File: config.mk
export PLATFORM = sky130hd
export DESIGN_NAME = alu_mdu
export DESIGN_NICKNAME = d
export VERILOG_FILES = /design/src/rtl/alu_mdu.sv
export SDC_FILE = /design/constraint.sdc
export NUM_CORES = 1
export LEC_CHECK = 0
export ABC_AREA = 1
export ABC_CLOCK_PERIOD_IN_PS = 8230
export BUFFER_PORTS_ARGS = -buffer_cell sky130_fd_sc_hd__buf_2
export CAP_MARGIN = 15
export CORE_MARGIN = 1
export CORE_UTILIZATION = 23
export CTS_BUF_LIST = sky130_fd_sc_hd__clkbuf_4
export DETAILED_ROUTE_END_ITERATION = 7
export SYNTH_ARGS = -nofsm -noshare
export SYNTH_HDL_FRONTEND = slang
export SYNTH_SLANG_ARGS = --single-unit
File: constraint.sdc
create_clock -name clk -period 8.23 [get_ports clk]
set_input_delay 1.2345 -clock clk [delete_from_list [all_inputs] [get_ports clk]]
set_output_delay 1.2345 -clock clk [all_outputs]
set_load 0.02 [all_outputs]
File: src/rtl/alu_mdu.sv
// Registered MIPS-style ALU with an iterative multiply/divide unit and HI/LO registers.
// Optional flush of an in-flight mul/div is enabled by defining ALU_MDU_FLUSH_EN.
module alu_mdu #(
  parameter int WIDTH = 32,
  parameter int SHW   = $clog2(WIDTH)
) (
  input  logic             clk,
  input  logic             rst,
`ifdef ALU_MDU_FLUSH_EN
  input  logic             flush,
`endif
  input  logic             in_valid,
  output logic             in_ready,
  input  logic [WIDTH-1:0] A,
  input  logic [WIDTH-1:0] B,
  input  logic [3:0]       ALU_Ctr,
  input  logic             alu_sign,
  output logic             out_valid,
  output logic [WIDTH-1:0] res,
  output logic             zero,
  output logic             overflow,
  output logic [WIDTH-1:0] hi,
  output logic [WIDTH-1:0] lo
);

  typedef enum logic [1:0] {S_IDLE, S_BUSY, S_FIN} state_t;

  state_t             r_state;
  logic [SHW-1:0]     r_cnt;
  logic               r_is_div;
  logic               r_neg_q;
  logic               r_neg_r;
  logic               r_dz;
  logic [WIDTH-1:0]   r_a;
  logic [WIDTH-1:0]   r_b;
  logic [WIDTH-1:0]   r_acc;
  logic [WIDTH-1:0]   r_q;

  logic               w_flush;
  logic               w_accept;
  logic               w_is_mdu;
  logic               w_a_neg;
  logic               w_b_neg;
  logic [WIDTH-1:0]   w_a_mag;
  logic [WIDTH-1:0]   w_b_mag;
  logic [WIDTH-1:0]   w_sum;
  logic [WIDTH-1:0]   w_diff;
  logic [WIDTH-1:0]   w_res;
  logic               w_ovf;
  logic [WIDTH:0]     w_madd;
  logic [WIDTH:0]     w_shift;
  logic               w_ge;
  logic [WIDTH-1:0]   w_sub;
  logic [2*WIDTH-1:0] w_prod;
  logic [2*WIDTH-1:0] w_prod_s;
  logic [WIDTH-1:0]   w_quo;
  logic [WIDTH-1:0]   w_rem;

`ifdef ALU_MDU_FLUSH_EN
  assign w_flush = flush;
`else
  assign w_flush = 1'b0;
`endif

  assign in_ready = (r_state == S_IDLE);
  assign w_accept = in_valid & in_ready & ~w_flush;
  assign w_is_mdu = (ALU_Ctr[3:2] == 2'b10);

  // ALU_Ctr[0]=0 selects the signed variant (mult/div); the iteration runs on magnitudes.
  assign w_a_neg = ~ALU_Ctr[0] & A[WIDTH-1];
  assign w_b_neg = ~ALU_Ctr[0] & B[WIDTH-1];
  assign w_a_mag = w_a_neg ? -A : A;
  assign w_b_mag = w_b_neg ? -B : B;

  assign w_sum  = A + B;
  assign w_diff = A - B;

  always_comb begin
    w_res = '0;
    w_ovf = 1'b0;
    unique case (ALU_Ctr)
      4'b0000: w_res = A & B;
      4'b0001: w_res = A | B;
      4'b0010: begin
        w_res = w_sum;
        w_ovf = alu_sign & (A[WIDTH-1] == B[WIDTH-1]) & (w_sum[WIDTH-1] != A[WIDTH-1]);
      end
      4'b0110: begin
        w_res = w_diff;
        w_ovf = alu_sign & (A[WIDTH-1] != B[WIDTH-1]) & (w_diff[WIDTH-1] != A[WIDTH-1]);
      end
      4'b0100: w_res = ~(A | B);
      4'b0011: w_res = A ^ B;
      4'b0111: w_res = {{(WIDTH-1){1'b0}}, ($signed(A) < $signed(B))};
      4'b0101: w_res = A >> B[SHW-1:0];
      4'b1100: w_res = hi;
      4'b1101: w_res = lo;
      default: w_res = '0;
    endcase
  end

  // Multiply: {r_acc, r_q} is the shifting product register, multiplier starts in r_q.
  assign w_madd = {1'b0, r_acc} + (r_q[0] ? {1'b0, r_b} : '0);
  // Divide: r_acc is the partial remainder, dividend bits shift out of r_q top.
  assign w_shift = {r_acc, r_q[WIDTH-1]};
  assign w_ge    = (w_shift >= {1'b0, r_b});
  assign w_sub   = w_shift[WIDTH-1:0] - r_b;

  assign w_prod   = {r_acc, r_q};
  assign w_prod_s = r_neg_q ? -w_prod : w_prod;
  assign w_quo    = r_neg_q ? -r_q : r_q;
  assign w_rem    = r_neg_r ? -r_acc : r_acc;

  always_ff @(posedge clk) begin
    if (rst) begin
      r_state   <= S_IDLE;
      r_cnt     <= '0;
      r_is_div  <= 1'b0;
      r_neg_q   <= 1'b0;
      r_neg_r   <= 1'b0;
      r_dz      <= 1'b0;
      r_a       <= '0;
      r_b       <= '0;
      r_acc     <= '0;
      r_q       <= '0;
      out_valid <= 1'b0;
      res       <= '0;
      zero      <= 1'b0;
      overflow  <= 1'b0;
      hi        <= '0;
      lo        <= '0;
    end else begin
      out_valid <= 1'b0;
      unique case (r_state)
        S_IDLE: begin
          if (w_accept) begin
            if (w_is_mdu) begin
              r_state  <= S_BUSY;
              r_cnt    <= '0;
              r_is_div <= ALU_Ctr[1];
              r_neg_q  <= w_a_neg ^ w_b_neg;
              r_neg_r  <= w_a_neg;
              r_dz     <= (B == '0);
              r_a      <= A;
              r_acc    <= '0;
              r_b      <= ALU_Ctr[1] ? w_b_mag : w_a_mag;
              r_q      <= ALU_Ctr[1] ? w_a_mag : w_b_mag;
            end else begin
              res       <= w_res;
              zero      <= (w_res == '0);
              overflow  <= w_ovf;
              out_valid <= 1'b1;
            end
          end
        end
        S_BUSY: begin
          if (w_flush) begin
            r_state <= S_IDLE;
          end else begin
            if (r_is_div) begin
              r_acc <= w_ge ? w_sub : w_shift[WIDTH-1:0];
              r_q   <= {r_q[WIDTH-2:0], w_ge};
            end else begin
              r_acc <= w_madd[WIDTH:1];
              r_q   <= {w_madd[0], r_q[WIDTH-1:1]};
            end
            r_cnt <= r_cnt + 1'b1;
            if (r_cnt == SHW'(WIDTH-1)) r_state <= S_FIN;
          end
        end
        S_FIN: begin
          r_state <= S_IDLE;
          if (!w_flush) begin
            if (!r_is_div) begin
              hi <= w_prod_s[2*WIDTH-1:WIDTH];
              lo <= w_prod_s[WIDTH-1:0];
            end else if (r_dz) begin
              hi <= r_a;
              lo <= '1;
            end else begin
              hi <= w_rem;
              lo <= w_quo;
            end
            res       <= '0;
            zero      <= 1'b1;
            overflow  <= 1'b0;
            out_valid <= 1'b1;
          end
        end
        default: r_state <= S_IDLE;
      endcase
    end
  end

endmodule

# Yosys cells after proc, flatten, opt, wreduce, memory -nomap -nowiden
# Cells that the tools add are included.
totals:
  wordCells: 115
  reg_bits: 238
  input_bits: 72
op_classes:
  shift: 1
  eq_ne: 21
  reduce_logical: 10
  bitwise_logic: 13
  mux: 42
  order_cmp: 2
  addsub: 10
op_table:
  columns: ["operator", "count"]
  rows:
  - ["32-bit two-way mux", 20]
  - ["32-bit case mux with 10 select lines", 1]
  - ["32-bit case mux with 2 select lines", 3]
  - ["32-bit negation", 4]
  - ["32-bit zero test", 2]
  - ["64-bit two-way mux", 1]
  - ["64-bit negation", 1]
  - ["32-bit subtractor", 2]
  - ["32-bit by 32-bit adder with 33-bit output", 1]
  - ["33-bit by 32-bit >= comparator with 1-bit output", 1]
  - ["32-bit adder", 1]
  - ["32-bit bitwise AND", 1]
  - ["32-bit less-than comparator", 1]
  - ["32-bit inverter", 1]
  - ["32-bit bitwise OR", 1]
  - ["32-bit by 5-bit >> shifter with 32-bit output", 1]
  - ["32-bit XOR", 1]
  - ["4-bit by 3-bit equality test with 1-bit output (second input constant)", 4]
  - ["3-bit AND reduction", 4]
  - ["5-bit two-way mux", 2]
  - ["5-bit case mux with 2 select lines", 1]
  - ["4-bit by 2-bit equality test with 1-bit output (second input constant)", 2]
  - ["4-bit equality test (second input constant)", 2]
  - ["1-bit case mux with 2 select lines", 4]
  - ["other kinds (18)", 37]

# Logic depth before layout (Yosys ltp)
depth:
  ltp_word: 7
  ltp_mapped: 24
  ltp_nobuf: 22

# Worst setup path after synthesis
# No wires, ideal clock.
synth_path:
  kind: "input-to-reg"
  start: "input B[2]"
  end: "register zero"
  setup_ns: 0.070
  slack_ns: 4.633
  arrival_time_ns: 3.527
  n_path_buf: 4
  stages: 23
  path_cell_list: "buf_2 > inv_1 > buf_2 > buf_2 > ha_1 > buf_4 > nand2_1 > nand3_1 > nand2_1 > nand2_1 > nand2_1 > nand2_1 > nand2_1 > nand2_1 > nand2_1 > nand3_1 > a21oi_2 > nand2_1 > nor2_1 > nand2_1 > nor2_1 > nand3_1 > a21oi_1"
synth_via:
  elab_chain_cells: 7
  elab_cells_between_ends: 13
  cone_classes: "add/sub (2); order compare (1); shift (1); mux (4); bitwise (4); reduce/logical (1)"
synth_lines:
  columns: ["item", "line_no", "rtl"]
  rows:
  - ["start, declared", "15", "input logic [WIDTH-1:0] B,"]
  - ["parallel branches: the longest is 2 deep, another holds 32-bit subtractor", null, null]
  - ["32-bit case mux with 10 select lines *", "81", "unique case (ALU_Ctr)"]
  - ["32-bit zero test *", "150", "zero <= (w_res == '0);"]
  - ["1-bit two-way mux *", "137", "if (w_is_mdu) begin"]
  - ["1-bit two-way mux *", "136", "if (w_accept) begin"]
  - ["1-bit case mux with 2 select lines *", "134", "unique case (r_state)"]
  - ["end signal, assigned", "150", null]
  - ["end, declared", "20", "output logic zero,"]
# Mark *: on every way between the ends. The select of a mux whose other input is x is not followed.
# A chain may end at the register's enable or synchronous reset.

# Final worst setup path
layout_path:
  start: "input B[0]"
  end: "register zero"
# The elaborated chain is that of the path after synthesis.

==> impl_results.md <==
- Finished Cell Area: about 30000 sq um
- Core box area: 116500 sq um
- Post-CTS Repair Setup Buffers: 0
- CP Data Arrival Time: 4.85 ns
- Share of layout cells above drive strength 1: 0.08504
- Status: finished clean
- Final WS setup: 4.162 ns
- Filler Cells Inserted: 13.36k
- Yosys top cell area share: 0.1756
- CTS resizes: 0
- Via-to-Cell Ratio: 5.254
- Starting density of the core: 0.2329
- Path type of the worst min-delay path: reg2reg
- Vias: 33.34k
- Cts bufs inserted: 75
- Non-filler cells, final: 6347
- Sequential share of power: 0.313
- Residual DRC count: 0
- Cell taking the most area after synthesis: dfxtp_1
- Reg clk slew, reported paths: 0.08 ns
- Clock network fraction of design power: 0.310
- Reg-to-Reg Start: r_q[0]
- CP Capture Type: flop
- Number of I/O pins: 172
- Crit Path Max Fanout: 44
- Crit path launch: B[0]
- Syn. warnings: 0
- RSZ-0062 raised after global routing: no
- Drt wl/cell: 23.44 um
- Fin Hold WS: about 0.46 ns
- Synthesized area: 27140 sq um
- Syn_nets: 4962
- FMAX: 245.8 MHz
- Flops & latches, synth: ~240
- Die Area: 119400 sq um
- # hold bufs at CTS: 0
- Clock buffer depth: 3
- Main synth FF type: dfxtp_1
- CTS H-Tree Depth: 3
- Final core occ: 0.2585
- P&R area growth vs syn: 11.00%
- Min cycle time layout: 4.068 ns
- Net load switching power: between 1.5 and 2 mW
- Buffers on Ports: 171
- DR iter-0 viols: 4146
- Comb power frac: 0.376
- Endpoints failing hold: 0
- WL final: 148800 um
- GRT Total Usage: 0.2389
- Vias in the first global route: 30.64k
- Dpl cells: between 6k and 7k
- Clk_lat worst skew: 0.86 ns
- Pre-CTS setup slack: ~3.4 ns
- Power Total: ~4.0 mW
- TNS Setup: 0 ns
- Antenna violations before repair: 8
- Hold_sp: r_cnt[3]
- Global-route wire length before repair: 210800 um
- Drt first pass iters: 8
- Gr ovfl total: 0
- Dpl cell area: 29190 sq um
- Switching share of total power: 0.4446
- Root Driver: clkbuf_4
- Ranking of synthesized cells by area: dfxtp_1 (18%), nand2_1 (16%), inv_1 (8.8%)
- Die Ht: 345.5 um
- Worst-Margin Slew: between 1 and 1.5 ns
- Routability Congestion: 1.073
- Rows: 125
- Max-Slew Margin vs Limit: 0.2243
- Max Slew Vio Count: 0
- Final setup vio count: 0
- CTS tree: done
- Final antenna-violating net count: 0
- Worst VDD drop: ~0.000064 V
- Hpwl dp: 119900 um
- Die X: around 350 um
- Post-synth EDFFs: 0
- Sequential area share after synthesis: 0.1756
- Final worst path period share: 0.4943
- Synth cell types: 63
- Clk sinks: 238
- Worst EP required: 9.02 ns
- P_int: 2.220 mW
- CP startpoint kind: input pin
- Largest net degree at the start of global routing: 89
- Clk_skew: 0.06133 ns
- Pwr Density: 132.7 nW/um^2
- Post-Syn Area per Cell: between 5 and 6 sq um
- Max cap viols: 0
- Post-Synthesis Cells: 4708
- Nets: 5025
- CP Class: in2reg
- Fraction of registers with async set/reset: 0
- Lkg Pwr: 14.63 nW
[layer usage]
| layer | vias to the layer above | GRT usage | share of wire |
|---|---|---|---|
| li1 | 15660 | - | - |
| met4 | 6 | 0.1803 | 0.086 |
| met2 | 1840 | 0.3692 | 0.43 |
| met3 | 378 | 0.03458 | 0.087 |
| met5 | - | 0 | 0.00035 |
| met1 | 15460 | 0.3002 | 0.40 |
[cell families (layout without fill, tap and decap cells)]
kind of cell | Yosys count | after routing | synth area share
and+or+nand+nor | 2175 | 2175 | 0.3387
AOI/OAI and AO/OA | 1094 | 1094 | 0.2265
buffers and inverters | 878 | 991 | 0.1287
DFF | 238 | 238 | 0.1756
adders and majority gates | 182 | 182 | 0.08501
xor gates and xnor gates | 141 | 141 | 0.04550
other | 0 | 2 | 0
[cell usage after synthesis, types with 7 or more instances]
| cell type | number |
|---|---|
| xor2_1 | 121 |
| nand3b_1 | 7 |
| o211ai_1 | 55 |
| or2_2 | 12 |
| nand2_2 | 9 |
| nand4_1 | 72 |
| buf_1 | 13 |
| xnor2_1 | 20 |
| o21bai_1 | 22 |
| o21ai_1 | 21 |
| buf_4 | 7 |
| nor2_1 | 430 |
| inv_2 | 16 |
| nor3_1 | 62 |
| dfxtp_1 | 238 |
| clkinv_1 | 7 |
| a221oi_1 | 14 |
| o22ai_1 | 19 |
| nand3_1 | 351 |
| buf_6 | 11 |
| o21ai_0 | 413 |
| nor4_1 | 14 |
| buf_2 | 54 |
| a21oi_1 | 386 |
| o221ai_1 | 37 |
| nor2_2 | 13 |
| a31oi_1 | 66 |
| clkbuf_1 | 126 |
| ha_1 | 178 |
| nand2_1 | 1175 |
| a21o_1 | 19 |
| inv_1 | 637 |
[cell type report]
| class | instances | area [sq um] | area share |
|---|---|---|---|
| clock buffers | 106 | 795.8 | 0.02642 |
| flip-flops and latches | 238 | 4770 | 0.1583 |
| repair buffers | 202 | 1091 | 0.03622 |
| clock inverters | 21 | 137.6 | 0.004569 |
| multi-input cells | 3592 | 18930 | 0.6283 |
| inverters | 662 | 2491 | 0.08269 |
| diodes | 2 | 5.005 | 0.0001661 |
| well taps | 1524 | 1907 | 0.06330 |
[cell usage in the layout, fill, tap and decap left out, drive strengths merged, types with 15 or more instances in the layout]
cell	Yosys	routed
o21ai	436	436
nor4	15	15
nor2	448	448
nand3	357	357
o22ai	19	19
xnor2	20	20
inv	654	658
a21oi	388	388
o211ai	55	55
clkbuf	130	106
o21bai	22	22
xor2	121	121
dfxtp	238	238
a21o	19	19
ha	178	178
clkinv	8	22
nor3	69	69
a31oi	66	66
nand2	1187	1187
o221ai	37	37
buf	86	202
nand4	73	73
[worst paths after layout]
path	endpoint	slack [ns]	cells past startpoint
max	zero	4.16	21
max reg2reg	hi[28]	4.43	14
min	r_cnt[3]	0.46	2
min reg2reg	r_cnt[3]	0.46	2
[power by group through the flow]
stage / Clock (mW) / Combinational (mW) / Sequential (mW)
detailed placement: 0 / 1.45 / 1.27
floorplan: 0 / 0.957 / 1.25
finish: 1.24 / 1.50 / 1.25
CTS: 1.27 / 1.46 / 1.25
global route: 1.33 / 1.61 / 1.25
global placement: 0 / 1.45 / 1.27
[critical path, stage by stage]
cell	delay, ns
buf_2	0.62
ha_1	0.40
inv_1	0.10
fa_1	0.45
inv_1	0.14
nand3_1	0.08
nand2_1	0.14
nand2_1	0.06
nand2_1	0.17
nand2_1	0.11
nand3_1	0.18
nand2_1	0.07
nand3_1	0.09
nand3b_1	0.17
nor2_1	0.14
nand2_1	0.06
nor2_1	0.12
nand3_1	0.16
nor2_1	0.12
nand3_1	0.09
a21oi_1	0.12
[flip-flops by register name, indices dropped and copies added, names as in the netlist, 2 cells and up]
| signal | count |
|---|---|
| r_a | 32 |
| r_state | 2 |
| r_cnt | 5 |
| res | 32 |
| r_acc | 32 |
| r_b | 32 |
| r_q | 32 |
| hi | 32 |
| lo | 32 |
Note: power is estimated with default switching activity, not from simulation.
